### src/rtl/fetch_stage.sv
// -----------------------------------------------------------------------------
// fetch_stage
//   Instruction-fetch stage with an IF/ID output register, sitting directly
//   upstream of Decode. Holds the PC, issues one req/ack fetch at a time to
//   instruction memory, honours Decode stall and branch/jump redirect, and
//   uses a one-entry skid buffer for a fetch that returns while Decode stalls.
//
//   Optional feature macro: FETCH_STATS_EN
//     When defined, adds fetch_cnt (IF/ID loads) and flush_cnt (redirect
//     cycles) output counters. Functional behaviour is otherwise identical.
//
//   Ports
//     clk          in   1   clock, rising edge
//     rst_n        in   1   asynchronous, active-low reset
//     imem_req     out  1   fetch request, held until imem_ack
//     imem_addr    out  32  fetch address, stable while imem_req=1
//     imem_ack     in   1   memory accepted request, imem_rdata valid
//     imem_rdata   in   32  fetched instruction word
//     id_stall     in   1   Decode cannot accept; IF/ID outputs hold
//     redirect_en  in   1   branch/jump taken; flush and refetch
//     redirect_pc  in   32  redirect target (bits [1:0] forced to 00)
//     instruction  out  32  IF/ID instruction
//     pc_plus4     out  32  IF/ID address of instruction + 4
//     if_valid     out  1   IF/ID holds a live instruction
//     fetch_cnt    out  32  (FETCH_STATS_EN only) IF/ID load count
//     flush_cnt    out  32  (FETCH_STATS_EN only) redirect cycle count
// -----------------------------------------------------------------------------
module fetch_stage #(
   parameter logic [31:0] RESET_PC = 32'h0000_0000
) (
   input  logic        clk,
   input  logic        rst_n,
   output logic        imem_req,
   output logic [31:0] imem_addr,
   input  logic        imem_ack,
   input  logic [31:0] imem_rdata,
   input  logic        id_stall,
   input  logic        redirect_en,
   input  logic [31:0] redirect_pc,
   output logic [31:0] instruction,
   output logic [31:0] pc_plus4,
   output logic        if_valid
`ifdef FETCH_STATS_EN
   ,
   output logic [31:0] fetch_cnt,
   output logic [31:0] flush_cnt
`endif
);

   typedef enum logic [1:0] {
      IDLE = 2'd0,
      BUSY = 2'd1,
      FULL = 2'd2
   } state_t;

   state_t      state;
   state_t      state_next;

   logic [31:0] pc;
   logic [31:0] pc_inc;
   logic [31:0] redirect_target;
   logic [31:0] hold_addr;
   logic        discard;
   logic [31:0] skid_instr;
   logic [31:0] skid_pc4;

   logic        busy;
   logic        full;
   logic        ack_live;
   logic        load_direct;
   logic        load_skid_in;
   logic        load_from_skid;

   // Masking with a constant keeps every redirect_pc bit in use while forcing
   // word alignment of the target.
   assign redirect_target = redirect_pc & ~32'h0000_0003;
   assign pc_inc          = pc + 32'd4;

   assign busy     = (state == BUSY);
   assign full     = (state == FULL);
   assign ack_live = busy && imem_ack;

   // A returning fetch is consumed only when it is not stale (discard) and no
   // redirect kills it in the same cycle. It goes straight to IF/ID when
   // Decode can take it, otherwise it parks in the skid buffer.
   assign load_direct    = ack_live && !discard && !redirect_en && (!if_valid || !id_stall);
   assign load_skid_in   = ack_live && !discard && !redirect_en && if_valid && id_stall;
   assign load_from_skid = full && !id_stall && !redirect_en;

   // State register
   always_ff @(posedge clk or negedge rst_n) begin
      if (!rst_n) begin
         state <= IDLE;
      end else begin
         state <= state_next;
      end
   end

   // Next-state logic; redirect always lands in BUSY at the target
   always_comb begin
      state_next = state;
      if (redirect_en) begin
         state_next = BUSY;
      end else begin
         case (state)
            IDLE:    state_next = BUSY;
            BUSY:    if (load_skid_in) state_next = FULL;
            FULL:    if (!id_stall) state_next = BUSY;
            default: state_next = IDLE;
         endcase
      end
   end

   // Output logic. While a stale request is still awaiting its ack the bus
   // keeps showing the old address even though pc already holds the target.
   always_comb begin
      imem_req  = busy;
      imem_addr = discard ? hold_addr : pc;
   end

   // PC, discard flag and the address of an abandoned in-flight request
   always_ff @(posedge clk or negedge rst_n) begin
      if (!rst_n) begin
         pc        <= RESET_PC;
         discard   <= 1'b0;
         hold_addr <= 32'h0;
      end else begin
         if (redirect_en) begin
            pc <= redirect_target;
         end else if (load_direct || load_skid_in) begin
            pc <= pc_inc;
         end

         if (busy && redirect_en && !imem_ack) begin
            discard <= 1'b1;
         end else if (ack_live) begin
            discard <= 1'b0;
         end

         if (busy && redirect_en && !imem_ack && !discard) begin
            hold_addr <= pc;
         end
      end
   end

   // Skid buffer contents; occupancy is tracked by the FULL state
   always_ff @(posedge clk or negedge rst_n) begin
      if (!rst_n) begin
         skid_instr <= 32'h0;
         skid_pc4   <= 32'h0;
      end else if (load_skid_in) begin
         skid_instr <= imem_rdata;
         skid_pc4   <= pc_inc;
      end
   end

   // IF/ID register; redirect flushes, otherwise hold unless a load occurs
   always_ff @(posedge clk or negedge rst_n) begin
      if (!rst_n) begin
         instruction <= 32'h0;
         pc_plus4    <= 32'h0;
         if_valid    <= 1'b0;
      end else if (redirect_en) begin
         instruction <= 32'h0;
         if_valid    <= 1'b0;
      end else if (load_direct) begin
         instruction <= imem_rdata;
         pc_plus4    <= pc_inc;
         if_valid    <= 1'b1;
      end else if (load_from_skid) begin
         instruction <= skid_instr;
         pc_plus4    <= skid_pc4;
         if_valid    <= 1'b1;
      end
   end

`ifdef FETCH_STATS_EN
   // Statistics counters, free-running modulo 2^32
   always_ff @(posedge clk or negedge rst_n) begin
      if (!rst_n) begin
         fetch_cnt <= 32'h0;
         flush_cnt <= 32'h0;
      end else begin
         if (load_direct || load_from_skid) begin
            fetch_cnt <= fetch_cnt + 32'd1;
         end
         if (redirect_en) begin
            flush_cnt <= flush_cnt + 32'd1;
         end
      end
   end
`endif

endmodule

### config.mk
export PLATFORM = sky130hd
export DESIGN_NAME = fetch_stage
export DESIGN_NICKNAME = d
export VERILOG_FILES = /design/src/rtl/fetch_stage.sv
export SDC_FILE = /design/constraint.sdc
export NUM_CORES = 1
export LEC_CHECK = 0
export ABC_AREA = 1
export CAP_MARGIN = 20
export CORE_MARGIN = 2
export CORE_UTILIZATION = 40
export DETAILED_ROUTE_END_ITERATION = 7
export PLACE_DENSITY = 0.72
export SLEW_MARGIN = 20
export SYNTH_ARGS = -nofsm -noshare
export SYNTH_HDL_FRONTEND = slang
export SYNTH_SLANG_ARGS = --single-unit
### constraint.sdc
create_clock -name clk -period 2.9 [get_ports clk]
set_input_delay 0.58 -clock clk [delete_from_list [all_inputs] [get_ports clk]]
set_output_delay 0.58 -clock clk [all_outputs]
set_load 0.1 [all_outputs]
# Word level (Yosys, flattened, before mapping)
# Index checks and enable logic that the tools add are counted.
dict set report op_classes {
  mux 17
  n_reduce_logical 25
  n_addsub 1
  n_bitwise 1
  n_eq_ne 4
}
# cell count
set ops {}
lappend ops {{32-bit 2-to-1 mux} 8}
lappend ops {{32-bit by 3-bit adder with 32-bit output, second input constant} 1}
lappend ops {{1-bit logical AND} 11}
lappend ops {{2-bit 2-to-1 mux} 3}
lappend ops {{2-bit one-hot mux with 3 select lines} 1}
lappend ops {{2-bit nonzero test} 3}
lappend ops {{1-bit logical NOT} 5}
lappend ops {{1-bit 2-to-1 mux} 5}
lappend ops {{2-bit AND reduction} 2}
lappend ops {{3-bit by 2-bit != test with 1-bit output, second input constant} 1}
lappend ops {{3-bit != test, second input constant} 1}
lappend ops {{3-bit nonzero test} 1}
lappend ops {{2-bit by 1-bit == test with 1-bit output, second input constant} 1}
lappend ops {{2-bit == test, second input constant} 1}
lappend ops {{2-bit logical NOT} 1}
lappend ops {{1-bit logical OR} 2}
lappend ops {{1-bit NOT} 1}
dict set report totals {
  word_cells 57
  output_inout_bits 98
  reg_bits 196
  input_bits 69
}

# Longest topological paths before layout
# Gate-level depths: netlist (run 1).
dict set report depth {
  ltp_word 9
  ltp_mapped 11
  mapped_depth_nobuf 10
}

# Worst setup path after synthesis (run 1)
# OpenSTA, ideal clock, no wires.
dict set report synth_path {
  path_kind {reg-to-output}
  from {register discard}
  to {output imem_addr[10]}
  path_buffers 2
  t_required_ps 2320
  setup_slack_ps -464
  stages_incl_launch_ff 4
  arrival_time_ps 2784
  path_cell_list {dfrtp_1 -> buf_2 -> clkbuf_1 -> o21ai_0}
}
dict set report synth_between {
  elab_chain_cells 1
}
# element line
set synth_lines {}
lappend synth_lines {{from (decl)} 63} ;# logic discard;
lappend synth_lines {{from (signal assigned)} 125} ;# discard <= 1'b0;
lappend synth_lines {{from (signal assigned)} 135} ;# discard <= 1'b1;
lappend synth_lines {{from (signal assigned)} 137} ;# discard <= 1'b0;
lappend synth_lines {{32-bit 2-to-1 mux} 118} ;# imem_addr = discard ? hold_addr : pc;
lappend synth_lines {{to (decl)} 34} ;# output logic [31:0] imem_addr,
# No other way between the ends.

# Worst setup path in the final report (run 1)
dict set report layout_path {
  from {register discard}
  to {output imem_addr[26]}
}
# Same word-level chain as after synthesis.

==> results.py, run 1 <==
metrics = {
    "run_status": {
        "status": "finished clean",
    },
    "detailed_routing": {
        "met1_length_microns": 11300,
        "ant_nets": 0,
        "top_layer_used": "met4",
        "routed_wl_microns": 23600,
        "vias": 7807,
        "drt_iter0_markers": 581,
        "routed-wl-met3_microns": 1330,
        "drcViolationCount": 0,
        "drt_first_pass_iters": 5,
        "post_drt_wl_per_cell_microns": 14.5,
        "wl_met2_microns": 10600,
        "viasPerCell": 4.80,
    },
    "logic_synthesis": {
        "synthXorXnorAreaFrac": 0.0136,
        "synth_edf_count": 0,
        "postSynth.asyncResetShare": 1.00,
        "ys_top_cells_by_area": "dfrtp_1 (52%), nand2_1 (25%), o21ai_0 (4.9%)",
        "synth_cell_type_count": 29,
        "synth_compound_area_frac": 0.0666,
        "synth_area_per_cell_sq_um": 7.59,
        "synth_seq_cells": 188,
        "synth_top_family_by_area": "simple AND/OR/NAND/NOR gates",
        "synth_ff_type": "dfrtp_1",
        "yosys.area_share.simple": 0.324,
        "syn_inst": 1190,
        "synth_top_cell_area_share": 0.521,
        "synthMuxAreaShare": 0,
        "ys_warn_count": 0,
        "synth_seq_area_share": 0.521,
        "synth_top_area_cell": "dfrtp_1",
        "synth_fa_ha_area_frac": 0.00139,
        "synth_area_sq_mm": 0.00903,
    },
    "timing": {
        "finalSetupViolCount": 0,
        "final_hold_viol_count": 0,
        "finalSetupTns_ns": 0,
        "fin_crit_sh": 0.832,
        "drv_slew": 0,
        "min_period_ns": 2.41,
        "fmax_mhz": 414,
        "slew_headroom": 0.545,
        "tightest_slew_ns": 0.682,
        "finalClockSkew_ns": 0.0100,
        "rsz0062_at_grt": "false",
    },
    "clock_tree": {
        "clock_path_buffers": 2,
        "cts_setup_buffers": 0,
        "clk_pin_slew_ns": 0.08,
        "cts_resized": 0,
        "cts_hold_buffers": 0,
        "cts_buffers": 17,
        "clk_latency_ns": 0.44,
        "htree_levels": 4,
        "clockRootBuffer": "clkbuf_16",
        "cts.sink_count": 188,
        "cts_tree": "yes",
    },
    "placement": {
        "place_hpwl_microns": 16100,
        "portBuffers": 160,
        "place_area_sq_mm": 0.0110,
        "gp_congestion": 0.865,
    },
    "floorplanning": {
        "die_area_sq_mm": 0.0238,
        "core_sq_mm": 0.0220,
        "std_cell_rows": 54,
        "die_h_microns": 154,
        "ios": 167,
        "initial_core_util": 0.410,
        "die_w_microns": 154,
    },
    "global_route": {
        "grt_pass1_vias": 7322,
        "grt_max_degree": 67,
        "grt_pass1_wl_microns": 38600,
        "grt_use_total": 0.204,
        "antenna_found_initial": 0,
        "gr-total-overflow": 0,
    },
    "critical_path": {
        "rr_endpoint": "skid_instr[31]$_DFFE_PN0P_",
        "r2r-start": "state[1]$_DFFE_PN0P_",
        "cp-start-kind": "flip-flop",
        "rrSetupSlack_ns": 0.91,
        "cp_max_fo": 62,
        "crit_arrival_ns": 1.83,
        "end_kind": "output port",
        "startpoint": "discard$_DFFE_PN0P_",
        "ff2ff_path_depth": 7,
        "worst-setup-path-type": "reg -> out",
        "required_ns": 2.32,
    },
    "power_and_ir_drop": {
        "peakVddDrop_mv": 0.525,
        "intPower_mw": 5.53,
        "clockPowerShare": 0.235,
        "combPwrFrac": 0.406,
        "switching_share": 0.447,
        "seq_power_share": 0.358,
        "p_leak_nw": 5.88,
        "cellPowerDensity_mw_per_mm2": 863,
        "p_sw_mw": 4.46,
    },
    "min_path": {
        "hold_class": "in -> async",
    },
    "layout": {
        "area_growth_pct": 28.1,
        "drive_gt1_frac": 0.123,
        "fin_nets": 1402,
        "final_area_sq_mm": 0.0116,
        "diodes": 0,
    },
    "job": {
        "cap_violations": 0,
    },
}
## final cells by class
type                            count  area (sq um)
Fill cell                        2064         10500
Multi-Input combinational cell    861          3680
Clock buffer                       18           439
Clock inverter                     14           149
Tap cell                          280           350
Inverter                           88           334
Sequential cell                   188          4700
Timing Repair Buffer              176          1920
## registers in the layout, summed over array words and instances (netlist names)
name and cells:
discard 1, hold_addr 30, if_valid 1, instruction 32, pc 30, pc_plus4 30, skid_instr 32, skid_pc4 30
state 2
## stage by stage
step / hold WS (ns) / worst slack (ns) / total power, mW / utilization / cells
2_1_floorplan: 0.284 / -0.464 / 6.47 / - / 1193
3_3_place_gp: 0.454 / 0.378 / 7.64 / 0.499 / 1593
3_5_place_dp: 0.459 / 0.333 / 7.70 / 0.499 / 1593
4_1_cts: 0.141 / 0.477 / 10.1 / 0.525 / 1625
5_1_grt: 0.152 / 0.335 / 10.5 / 0.525 / 1625
6_report: 0.127 / 0.487 / 9.99 / 0.525 / 1625
## power by group through the flow
stage | clock, mW | combinational, mW | sequential (mW)
3_3_place_gp | 0 | 4.04 | 3.60
4_1_cts | 2.40 | 4.09 | 3.58
6_report | 2.35 | 4.06 | 3.58
3_5_place_dp | 0 | 4.07 | 3.62
2_1_floorplan | 0 | 1.66 | 4.82
5_1_grt | 2.51 | 4.30 | 3.65
## how the worst max path moves through the flow
stage | end | slack, ns | depth (start not counted)
4_1_cts | imem_addr[10] | 0.48 | 3
3_5_place_dp | skid_instr[31]$_DFFE_PN0P_ | 0.33 | 8
5_1_grt | imem_addr[15] | 0.34 | 4
3_3_place_gp | skid_instr[31]$_DFFE_PN0P_ | 0.38 | 8
6_report | imem_addr[26] | 0.49 | 3
2_1_floorplan | imem_addr[10] | -0.46 | 3
## worst max-delay path, cell delays in order (launching register included)
cell,delay (ns)
dfrtp_1,0.38
buf_4,0.29
o21ai_0,0.46
buf_12,0.24
## metal layers
| metal | vias up | GRT usage |
|---|---|---|
| met5 | - | 0 |
| met2 | 241 | 0.312 |
| met3 | 24 | 0.0378 |
| met4 | 0 | 0.0578 |
| li1 | 3950 | - |
| met1 | 3592 | 0.299 |
## cells by family after synthesis
family,after synthesis
AOI/OAI and AO/OA,111
buffers and inverters,144
DFF,188
other,1
adders and majority gates,1
and+or+nand+nor,731
xor gates and xnor gates,14
## cells in the final DEF (no fill, tap or decap), types with 2 or more instances in the layout
| master | count |
|---|---|
| conb_1 | 4 |
| nor2_1 | 41 |
| dfrtp_1 | 188 |
| a21o_1 | 4 |
| inv_1 | 81 |
| o211ai_1 | 9 |
| o21ai_1 | 3 |
| nand3_1 | 76 |
| nand2_4 | 2 |
| inv_8 | 4 |
| or2_2 | 2 |
| clkinvlp_4 | 4 |
| xor2_1 | 14 |
| o21a_1 | 5 |
| clkdlybuf4s50_1 | 65 |
| clkbuf_8 | 2 |
| and2_1 | 3 |
| nor2_2 | 3 |
| nand2_2 | 2 |
| nand2_1 | 595 |
| clkbuf_16 | 17 |
| buf_12 | 34 |
| buf_4 | 76 |
| inv_2 | 5 |
| inv_6 | 4 |
| nor2_4 | 6 |
| o21ai_0 | 88 |
## cells in the mapped netlist (4+ instances only)
cell type and n:
a21o_1 4, inv_1 81, buf_6 10, buf_4 4, o211ai_1 9, inv_2 5, dfrtp_1 188, nor2_1 41
nor2_4 6, nand3_1 76, buf_2 21, o21ai_0 88, xor2_1 14, o21a_1 5, clkbuf_1 21, nand2_1 595
Power figures use the tool's default switching activity.
==> run 2: changes to the inputs <==
==> constraint.sdc (replaced) <==
create_clock -name clk -period 2.46 [get_ports clk]
set_input_delay 0.492 -clock clk [delete_from_list [all_inputs] [get_ports clk]]
set_output_delay 0.492 -clock clk [all_outputs]
set_load 0.1 [all_outputs]
==> results.py, run 2 (synthesized netlist as in run 1, its figures left out) <==
metrics = {
    "run_status": {
        "status": "complete, but fails checks",
        "violations": "hold timing",
    },
    "layout": {
        "top_regs": "instruction (32), skid_instr (32)",
        "final_cell_mix": "nand2_1 (595), dfrtp_1 (187), inv_1 (81)",
        "layout_commonest_cell": "nand2_1",
        "final_area_sq_mm": 0.0117,
        "fin_nets": 1405,
        "area_growth_pct": 29.4,
        "drive_gt1_frac": 0.125,
        "diodes": 0,
    },
    "floorplanning": {
        "die_h_microns": 154,
        "initial_core_util": 0.410,
        "die_area_sq_mm": 0.0238,
        "core_sq_mm": 0.0220,
        "std_cell_rows": 54,
        "ios": 167,
        "die_w_microns": 154,
    },
    "critical_path": {
        "crit_chain": "buf_12 > o21ai_1 > buf_12",
        "ff2ff_path_depth": 8,
        "cp_max_fo": 62,
        "crit_top_cell": "buf_12",
        "cp-start-kind": "flip-flop",
        "cp_slowest_cell": "dfrtp_2",
        "required_ns": 1.97,
        "end_kind": "output port",
        "crit_arrival_ns": 1.60,
        "critPathMaxStageDelay_ns": 0.42,
        "worst-setup-path-type": "reg -> out",
    },
    "placement": {
        "place_hpwl_microns": 16500,
        "gp_congestion": 0.952,
        "portBuffers": 160,
        "place_area_sq_mm": 0.0111,
    },
    "global_route": {
        "grt_max_degree": 63,
        "grt_use_total": 0.208,
        "grt_pass1_wl_microns": 39600,
        "grt_pass1_vias": 7791,
        "gr-total-overflow": 0,
        "antenna_found_initial": 0,
    },
    "detailed_routing": {
        "ant_nets": 0,
        "drcViolationCount": 0,
        "routed_wl_microns": 24100,
        "post_drt_wl_per_cell_microns": 14.8,
        "drt_iter0_markers": 535,
        "drt_first_pass_iters": 5,
        "vias": 7915,
        "viasPerCell": 4.86,
    },
    "clock_tree": {
        "cts_hold_buffers": 0,
        "cts_buffers": 17,
        "cts_tree": "yes",
        "htree_levels": 4,
        "clock_path_buffers": 2,
        "clk_latency_ns": 0.43,
        "clockRootBuffer": "clkbuf_16",
        "cts_setup_buffers": 0,
        "cts.sink_count": 188,
        "cts_resized": 0,
        "clk_pin_slew_ns": 0.08,
    },
    "timing": {
        "fin_crit_sh": 0.850,
        "whs_ns": -0.0108,
        "finalClockSkew_ns": 0.0112,
        "rsz0062_at_grt": "false",
        "finalSetupViolCount": 0,
        "final_hold_viol_count": 4,
        "fmax_mhz": 478,
        "min_period_ns": 2.09,
        "drv_slew": 0,
    },
    "power_and_ir_drop": {
        "cellPowerDensity_mw_per_mm2": 1030,
        "p_leak_nw": 5.95,
        "peakVddDrop_mv": 0.633,
    },
    "job": {
        "cap_violations": 0,
    },
    "min_path": {
        "hold_class": "in -> async",
    },
}
## run 2: cell count changes in the layout (fill, tap and decap cells not counted), sizes merged
| cell | previous run | this run |
|---|---|---|
| clkinv | 2 | 3 |
| inv | 95 | 94 |
| bufinv | 1 | 3 |
| clkinvlp | 4 | 1 |
| buf | 110 | 114 |
| clkbuf | 19 | 18 |
## run 2: worst paths after layout
path                                         startpoint                          to  slack, ns
worst max-delay path                discard$_DFFE_PN0P_               imem_addr[22]       0.37
min in group clk                skid_pc4[5]$_DFFE_PN0P_     skid_pc4[5]$_DFFE_PN0P_       0.47
worst min register to register  skid_pc4[5]$_DFFE_PN0P_     skid_pc4[5]$_DFFE_PN0P_       0.47
worst max register to register        pc[2]$_DFFE_PN0P_    pc_plus4[18]$_DFFE_PN0P_       0.43
max in group asynchronous                         rst_n  instruction[1]$_DFFE_PN0P_       1.69
worst min-delay path                              rst_n  skid_instr[29]$_DFFE_PN0P_      -0.01
## run 2: critical path, delay by kind of cell, from the launching register on
kind	cells	cell delay (ns)
buffers and inverters	2	0.40
DFF	1	0.42
AOI/OAI and AO/OA	1	0.31
## run 2: per-layer routing
metal  vias to the layer above  track usage  share of wire
met5                         -            0              0
met4                         0       0.0538          0.018
met3                        32       0.0454          0.064
li1                       3950            -              -
met2                       256        0.348           0.48
met1                      3677        0.275           0.44
## run 2: metrics by stage
stage | cells | setup TNS [ns] | power, mW | setup WS (ns) | utilization
after floorplan | 1193 | -2.64 | 7.65 | -0.0879 | -
after detailed placement | 1596 | 0 | 9.13 | 0.141 | 0.502
after CTS | 1627 | 0 | 12.1 | 0.374 | 0.530
after global routing | 1627 | 0 | 12.5 | 0.235 | 0.530
after global placement | 1596 | 0 | 9.06 | 0.165 | 0.502
final | 1627 | 0 | 12.0 | 0.368 | 0.530
## run 2: final cells by class
type | instances | area (sq um)
fillers | 2057 | 10300
flip-flops and latches | 188 | 4710
multi-input cells | 861 | 3680
repair buffers | 179 | 2000
clock buffers | 18 | 439
well taps | 280 | 350
inverters | 88 | 334
clock inverters | 13 | 179
## run 2: report_power, final
| part | internal [mW] | switching, mW |
|---|---|---|
| logic | 1.29 | 3.55 |
| clock network | 1.65 | 1.26 |
| registers | 3.79 | 0.430 |
| total | 6.73 | 5.24 |
==> run 3: changes to the inputs <==
--- a/config.mk
+++ b/config.mk
@@ -6,6 +6,7 @@
 export NUM_CORES = 1
 export LEC_CHECK = 0
 export ABC_AREA = 1
+export ABC_CLOCK_PERIOD_IN_PS = 2460
 export CAP_MARGIN = 20
 export CORE_MARGIN = 2
 export CORE_UTILIZATION = 40
==> results of run 3 <==
Same layout as run 2: the final DEF is identical, and so are final timing and power.
